===== config.mk =====
export PLATFORM = sky130hd
export DESIGN_NAME = lsu_load_unit_flat
export DESIGN_NICKNAME = d
export VERILOG_FILES = /design/src/rtl/lsu_load_unit_if.sv /design/src/rtl/lsu_load_unit.sv /design/src/flat_wrapper.sv
export SDC_FILE = /design/constraint.sdc
export NUM_CORES = 1
export LEC_CHECK = 0
export ABC_AREA = 0
export CORE_AREA = 2 2 186 142
export CTS_BUF_LIST = sky130_fd_sc_hd__clkbuf_4 sky130_fd_sc_hd__clkbuf_8 sky130_fd_sc_hd__clkbuf_16
export DETAILED_ROUTE_END_ITERATION = 6
export DIE_AREA = 0 0 188 144
export GPL_TIMING_DRIVEN = 1
export HOLD_SLACK_MARGIN = 0.08
export PLACE_DENSITY = 0.75
export SYNTH_ARGS = -nofsm -noshare
export SYNTH_HDL_FRONTEND = slang
export SYNTH_SLANG_ARGS = --single-unit

===== constraint.sdc =====
create_clock -name clk -period 2.4 [get_ports clk]
set_clock_uncertainty 0.1 [all_clocks]
set_input_delay 0.24 -clock clk [delete_from_list [all_inputs] [get_ports clk]]
set_output_delay 0.24 -clock clk [all_outputs]
set_load 0.05 [all_outputs]

===== src/rtl/lsu_load_unit_if.sv =====
// ---------------------------------------------------------------------------
// lsu_load_unit_if
// Data-memory read channel between the load unit and data memory.
//   mem_req_valid / mem_req_ready : request handshake (unit -> memory)
//   mem_req_addr                  : 8-byte aligned read address
//   mem_rsp_valid                 : read data valid (no back-pressure)
//   mem_rsp_data                  : aligned doubleword returned by memory
// Modports: master = load unit side, slave = memory side.
// ---------------------------------------------------------------------------
interface lsu_load_unit_if #(
    parameter int ADDR_W = 64,
    parameter int DATA_W = 64
);
    logic              mem_req_valid;
    logic              mem_req_ready;
    logic [ADDR_W-1:0] mem_req_addr;
    logic              mem_rsp_valid;
    logic [DATA_W-1:0] mem_rsp_data;

    modport master (
        output mem_req_valid,
        output mem_req_addr,
        input  mem_req_ready,
        input  mem_rsp_valid,
        input  mem_rsp_data
    );

    modport slave (
        input  mem_req_valid,
        input  mem_req_addr,
        output mem_req_ready,
        output mem_rsp_valid,
        output mem_rsp_data
    );
endinterface


===== src/rtl/lsu_load_unit.sv =====
// ---------------------------------------------------------------------------
// lsu_load_unit
// Load unit between the EXU and the register-file write port. Accepts one
// load at a time, computes ea = base + sext(imm), issues one aligned 64-bit
// read, extracts byte/half/word/dword at ea[2:0], sign/zero-extends it and
// drives a single write-back pulse.
//
// Ports:
//   clk, rst_n        : clock, asynchronous active-low reset
//   ld_valid/ld_ready : load request handshake (ready only when idle)
//   ld_base, ld_imm   : base register value, 32-bit signed offset
//   ld_size           : 0=byte 1=half 2=word 3=dword
//   ld_unsigned       : 1=zero-extend, 0=sign-extend
//   ld_rd             : destination register
//   mem               : data-memory read channel (lsu_load_unit_if.master)
//   wb_wen/waddr/wdata: register write-back (wen is a one-cycle pulse)
//   ld_fault          : misaligned-load pulse
//
// Build option: define LSU_MISALIGN_TRAP_EN to trap misaligned loads
// (no memory access, one-cycle ld_fault). Without it ld_fault is tied 0 and
// misaligned loads read the aligned doubleword with zero fill at the top.
// ---------------------------------------------------------------------------
module lsu_load_unit #(
    parameter int ADDR_W     = 64,
    parameter int DATA_W     = 64,
    parameter int REG_ADDR_W = 5
) (
    input  logic                  clk,
    input  logic                  rst_n,
    input  logic                  ld_valid,
    output logic                  ld_ready,
    input  logic [ADDR_W-1:0]     ld_base,
    input  logic [31:0]           ld_imm,
    input  logic [1:0]            ld_size,
    input  logic                  ld_unsigned,
    input  logic [REG_ADDR_W-1:0] ld_rd,
    lsu_load_unit_if.master       mem,
    output logic                  wb_wen,
    output logic [REG_ADDR_W-1:0] wb_waddr,
    output logic [DATA_W-1:0]     wb_wdata,
    output logic                  ld_fault
);

    typedef enum logic [1:0] {IDLE, REQ, WAIT, WB} state_t;

    state_t                  state_q, state_d;
    logic [ADDR_W-1:0]       ea_q;
    logic [1:0]              size_q;
    logic                    uns_q;
    logic [REG_ADDR_W-1:0]   rd_q;

    logic signed [ADDR_W-1:0] imm_sext;
    logic [ADDR_W-1:0]        ea_d;
    logic                     accept;
    logic                     trap_d;
    logic                     fault_q;

    // Shift the doubleword down by the byte offset (zero fill at the top),
    // keep the low 8/16/32/64 bits and extend to DATA_W.
    function automatic logic [DATA_W-1:0] load_extend(
        input logic [DATA_W-1:0] dw,
        input logic [2:0]        off,
        input logic [1:0]        size,
        input logic              uns
    );
        logic [DATA_W-1:0] sh;
        logic [DATA_W-1:0] r;
        sh = dw >> {off, 3'b000};
        case (size)
            2'd0:    r = uns ? DATA_W'(sh[7:0])  : {{(DATA_W-8){sh[7]}},   sh[7:0]};
            2'd1:    r = uns ? DATA_W'(sh[15:0]) : {{(DATA_W-16){sh[15]}}, sh[15:0]};
            2'd2:    r = uns ? DATA_W'(sh[31:0]) : {{(DATA_W-32){sh[31]}}, sh[31:0]};
            default: r = sh;
        endcase
        return r;
    endfunction

    assign imm_sext = {{(ADDR_W-32){ld_imm[31]}}, ld_imm};
    assign ea_d     = ld_base + $unsigned(imm_sext);
    assign accept   = ld_valid && (state_q == IDLE);

`ifdef LSU_MISALIGN_TRAP_EN
    always_comb begin
        trap_d = 1'b0;
        case (ld_size)
            2'd1:    trap_d = ea_d[0];
            2'd2:    trap_d = (ea_d[1:0] != 2'b00);
            2'd3:    trap_d = (ea_d[2:0] != 3'b000);
            default: trap_d = 1'b0;
        endcase
    end

    // Marks a WB visit caused by a trap rather than a completed read.
    always_ff @(posedge clk or negedge rst_n) begin
        if (!rst_n) begin
            fault_q <= 1'b0;
        end else if (accept) begin
            fault_q <= trap_d;
        end
    end

    assign ld_fault = (state_q == WB) && fault_q;
`else
    assign trap_d   = 1'b0;
    assign fault_q  = 1'b0;
    assign ld_fault = 1'b0;
`endif

    always_ff @(posedge clk or negedge rst_n) begin
        if (!rst_n) begin
            state_q <= IDLE;
        end else begin
            state_q <= state_d;
        end
    end

    always_comb begin
        state_d = state_q;
        case (state_q)
            IDLE:    if (ld_valid) state_d = trap_d ? WB : REQ;
            REQ:     if (mem.mem_req_ready) state_d = WAIT;
            WAIT:    if (mem.mem_rsp_valid) state_d = WB;
            WB:      state_d = IDLE;
            default: state_d = IDLE;
        endcase
    end

    // Accept: latch the load fields
    always_ff @(posedge clk or negedge rst_n) begin
        if (!rst_n) begin
            ea_q   <= '0;
            size_q <= '0;
            uns_q  <= 1'b0;
            rd_q   <= '0;
        end else if (accept) begin
            ea_q   <= ea_d;
            size_q <= ld_size;
            uns_q  <= ld_unsigned;
            rd_q   <= ld_rd;
        end
    end

    // Response: register the extracted result; held until the next response
    always_ff @(posedge clk or negedge rst_n) begin
        if (!rst_n) begin
            wb_wdata <= '0;
            wb_waddr <= '0;
        end else if ((state_q == WAIT) && mem.mem_rsp_valid) begin
            wb_wdata <= load_extend(mem.mem_rsp_data, ea_q[2:0], size_q, uns_q);
            wb_waddr <= rd_q;
        end
    end

    assign ld_ready          = (state_q == IDLE);
    assign mem.mem_req_valid = (state_q == REQ);
    assign mem.mem_req_addr  = {ea_q[ADDR_W-1:3], 3'b000};
    // x0 is never written, but the memory transaction still takes place.
    assign wb_wen            = (state_q == WB) && !fault_q && (rd_q != '0);

endmodule


===== src/flat_wrapper.sv =====
// flat-port wrapper written by rule: the top's interface ports become plain ports
module lsu_load_unit_flat 
#(
    parameter int ADDR_W     = 64,
    parameter int DATA_W     = 64,
    parameter int REG_ADDR_W = 5
)
  (clk, rst_n, ld_valid, ld_ready, ld_base, ld_imm, ld_size, ld_unsigned, ld_rd, wb_wen, wb_waddr, wb_wdata, ld_fault, mem_mem_req_valid, mem_mem_req_addr, mem_mem_req_ready, mem_mem_rsp_valid, mem_mem_rsp_data);
  lsu_load_unit_if #(.ADDR_W(ADDR_W), .DATA_W(DATA_W)) mem_i ();
  input  logic clk;
  input  logic rst_n;
  input  logic ld_valid;
  output logic ld_ready;
  input  logic [ADDR_W-1:0] ld_base;
  input  logic [31:0] ld_imm;
  input  logic [1:0] ld_size;
  input  logic ld_unsigned;
  input  logic [REG_ADDR_W-1:0] ld_rd;
  output logic wb_wen;
  output logic [REG_ADDR_W-1:0] wb_waddr;
  output logic [DATA_W-1:0] wb_wdata;
  output logic ld_fault;
  output wire logic [$bits(mem_i.mem_req_valid)-1:0] mem_mem_req_valid;
  output wire logic [$bits(mem_i.mem_req_addr)-1:0] mem_mem_req_addr;
  input wire logic [$bits(mem_i.mem_req_ready)-1:0] mem_mem_req_ready;
  input wire logic [$bits(mem_i.mem_rsp_valid)-1:0] mem_mem_rsp_valid;
  input wire logic [$bits(mem_i.mem_rsp_data)-1:0] mem_mem_rsp_data;
  assign mem_mem_req_valid = mem_i.mem_req_valid;
  assign mem_mem_req_addr = mem_i.mem_req_addr;
  assign mem_i.mem_req_ready = mem_mem_req_ready;
  assign mem_i.mem_rsp_valid = mem_mem_rsp_valid;
  assign mem_i.mem_rsp_data = mem_mem_rsp_data;
  lsu_load_unit #(.ADDR_W(ADDR_W), .DATA_W(DATA_W), .REG_ADDR_W(REG_ADDR_W)) u_core (.clk(clk), .rst_n(rst_n), .ld_valid(ld_valid), .ld_ready(ld_ready), .ld_base(ld_base), .ld_imm(ld_imm), .ld_size(ld_size), .ld_unsigned(ld_unsigned), .ld_rd(ld_rd), .mem(mem_i), .wb_wen(wb_wen), .wb_waddr(wb_waddr), .wb_wdata(wb_wdata), .ld_fault(ld_fault));
endmodule

==> key figures <==
Placed design
  – Place WS: -1.13 ns
  – GPL Wtd Cong: 0.972
  – IO Port Bufs: 305
  – Post-DP HPWL: 32700 um

Die
  – Starting Density: 44.0%
  – Die Wd: 188 um
  – DIE AREA: 27100 um2
  – Chip height: 144 um
  – IO Pins: 310
  – Core area: 25500 um2
  – Row cnt: 51

Setup path
  – Worst EP arrival: 2.88 ns
  – R2R Path End: u_core.wb_wdata[42]
  – Reg2reg setup slack: -0.06 ns
  – Critical Path Max Stage Delay: 0.36 ns
  – CP startpoint: ld_imm[0]
  – Reg2reg start: u_core.ea_q[0]
  – Delay-heaviest family, CP: compound AO/OA/AOI/OAI gates
  – Critical path cell sequence: buf_6, ha_4, fa_2, a21o_1, a221oi_4, buf_6, o21ai_4, and2_4, a211o_4, buf_4, a211oi_4, o21ai_2, xnor2_1, o21ai_1
  – Startpoint Class: input pin
  – Critical path's most frequent cell: buf_6
  – R2R depth: 9
  – CP Capture Type: register
  – Critical Path RT: 2.60 ns
  – Setup CP Type: input pin to register
  – Worst-path fanout max: 3
  – CP bufs+invs: 3
  – Slowest cell on the critical path: a211o_4

Synth
  – EDFF count, synth: 0
  – Main flop type after synthesis: dfrtp_1
  – Synth Area per Inst: 8.16 um2
  – Synthesis-stage register bit count: 143
  – Seq/Total Area, Yosys: 32.0%
  – Warnings from Yosys: 0
  – Asr flop ratio synth: 100%
  – Netlist Area Pre-Place: 11200 um2
  – Post-synthesis cell count: 1371
  – Netlist cell types: 72

Clock tree
  – CTS H-tree lvls: 4
  – Worst skew pair latency: 0.44 ns
  – CTS tree: done
  – Root buf cell: clkbuf_16
  – Inserted Clock Buffers: 17
  – CTS Sinks: 143
  – Clk buf depth: 2
  – Clock transition at path regs: 0.08 ns

GRT
  – Initial antenna violation count: 0
  – GRT Resource Usage Total: 32.8%
  – Vias in the first global route: 12500
  – First-pass GRT wire length: 69100 um
  – Largest net degree at the start of global routing: 87
  – GRT overflow: 0

Timing
  – Fin worst setup slack: -0.278 ns
  – Fin crit share: 112%
  – Hold Worst Slack: 0.228 ns
  – Fmax: 373 MHz
  – Setup_tns: -3.22 ns
  – RSZ-0062 raised after global routing: yes
  – Min cycle time layout: 2.68 ns
  – Least-Margin Pin Slew: 1.10 ns
  – Final count of pins violating max slew: 0
  – Final hold viol count: 0
  – # setup viols final: 46
  – Worst slew margin: 26.3%

Route
  – Routed WL: 47700 um
  – Pre-Repair DR Iteration Count: 6
  – Via density: 5.88
  – Drt wl/cell: 21.4 um
  – DRT antenna net count: 0
  – Routed vias: 13100
  – DRC Markers: 0
  – Initial DRC count: 1285

Status
  – Status: finished with violations
  – Violated checks: setup timing

Power and ir drop
  – VDD IR max: 0.793 mV
  – Total power: 21300 uW
  – P per Cell Area: 1160 nW/um2
  – Lkg Pwr: 0.00795 uW

Cells and area
  – Commonest non-fill, non-tap cell in the layout: buf_4
  – Nets: 2115
  – Most frequent cells in the layout: 282 x buf_4, 228 x clkdlybuf4s50_1, 192 x nand2_1, 141 x dfrtp_1
  – Area Growth Syn to Fin: 64.6%
  – Inserted Diodes: 0
  – Layout cells sized above 1: 33.7%

Run
  – MaxCap Viol Count: 0

Hold path
  – Hold WC Path Type: input pin to asynchronous set/reset pin
## layer usage
layer  track usage [%]  share of wire (%)  vias to the layer above
li1                  -                  -                     5865
met5                 0                  0                        -
met3              7.18                8.9                      147
met2              54.6                 46                      807
met4              11.0                3.6                        0
met1              42.6                 41                     6292
## cell type report
| type | instances | area, um2 |
|---|---|---|
| sequential | 143 | 3580 |
| clock inverter | 15 | 189 |
| clock buffer | 17 | 425 |
| tap | 344 | 430 |
| timing repair buffer | 629 | 5570 |
| multi-input combinational | 1059 | 8140 |
| inverter | 24 | 90.1 |
| fill | 1779 | 7040 |
## flip-flops by register name (all words and copies together), names as in the netlist
register	flops
u_core.ea_q	64
u_core.rd_q	5
u_core.size_q	2
u_core.state_q	2
u_core.uns_q	1
u_core.wb_waddr	5
u_core.wb_wdata	64
## cells by family (layout without fill, tap and decap cells)
kind of cell	count (synthesis)	in the layout	synth area share [%]
AO/OA/AOI/OAI	433	433	24.1
flip-flops	143	143	32.0
adder cells (fa/ha/maj)	68	68	7.67
other	1	4	0.0335
AND/OR/NAND/NOR	432	432	17.3
multiplexers	78	78	7.23
XOR/XNOR	44	44	3.44
buffers and inverters	172	685	8.22
## how the worst max path moves through the flow
stage          slack [ns]  cells past startpoint         endpoint
4_1_cts             -0.22                     13  u_core.ea_q[60]
3_5_place_dp        -1.13                     13  u_core.ea_q[56]
5_1_grt             -0.34                     14  u_core.ea_q[48]
2_1_floorplan       -0.39                     11  u_core.ea_q[56]
3_3_place_gp        -1.04                     13  u_core.ea_q[60]
6_report            -0.28                     14  u_core.ea_q[48]
## through the flow
step | utilization, % | std cells | area (um2)
final | 72.4 | 2231 | 18400
after CTS | 69.8 | 2202 | 17800
after detailed placement | 63.0 | 2117 | 16100
after global routing | 72.4 | 2231 | 18400
after floorplan | - | 1374 | 11500
after global placement | 63.0 | 2117 | 16100
## synth_stat cells (16+ instances only)
cell / count / area (um2)
nand2_1: 201 / 754
nor2_1: 107 / 402
nor3_1: 17 / 85.1
o21ai_0: 111 / 556
nand3_1: 19 / 95.1
nand4_1: 24 / 150
a21o_1: 29 / 218
clkbuf_1: 67 / 251
o22a_1: 17 / 149
mux2_2: 23 / 259
o21bai_1: 16 / 120
inv_1: 24 / 90.1
dfrtp_1: 143 / 3580
a211oi_1: 20 / 150
xor2_1: 18 / 158
ha_1: 67 / 838
buf_4: 66 / 495
mux2i_1: 55 / 551
xnor2_1: 26 / 228
a21oi_1: 145 / 726
## where the power goes
group	internal, uW	switching (uW)
Sequential	3620	901
Clock	1420	1380
Combinational	5230	8750
Total	10300	11000
## what timing repair did
action / CTS / global route
endpoints found under the hold margin: 49 / 0
hold buffers: 2 / 0
endpoints found under the setup margin: 81 / 90
gates cloned: 1 / 4
pin swaps: 123 / 122
gates resized for setup: 256 / 217
setup buffers: 51 / 26
(Power assumes the default switching activity.)
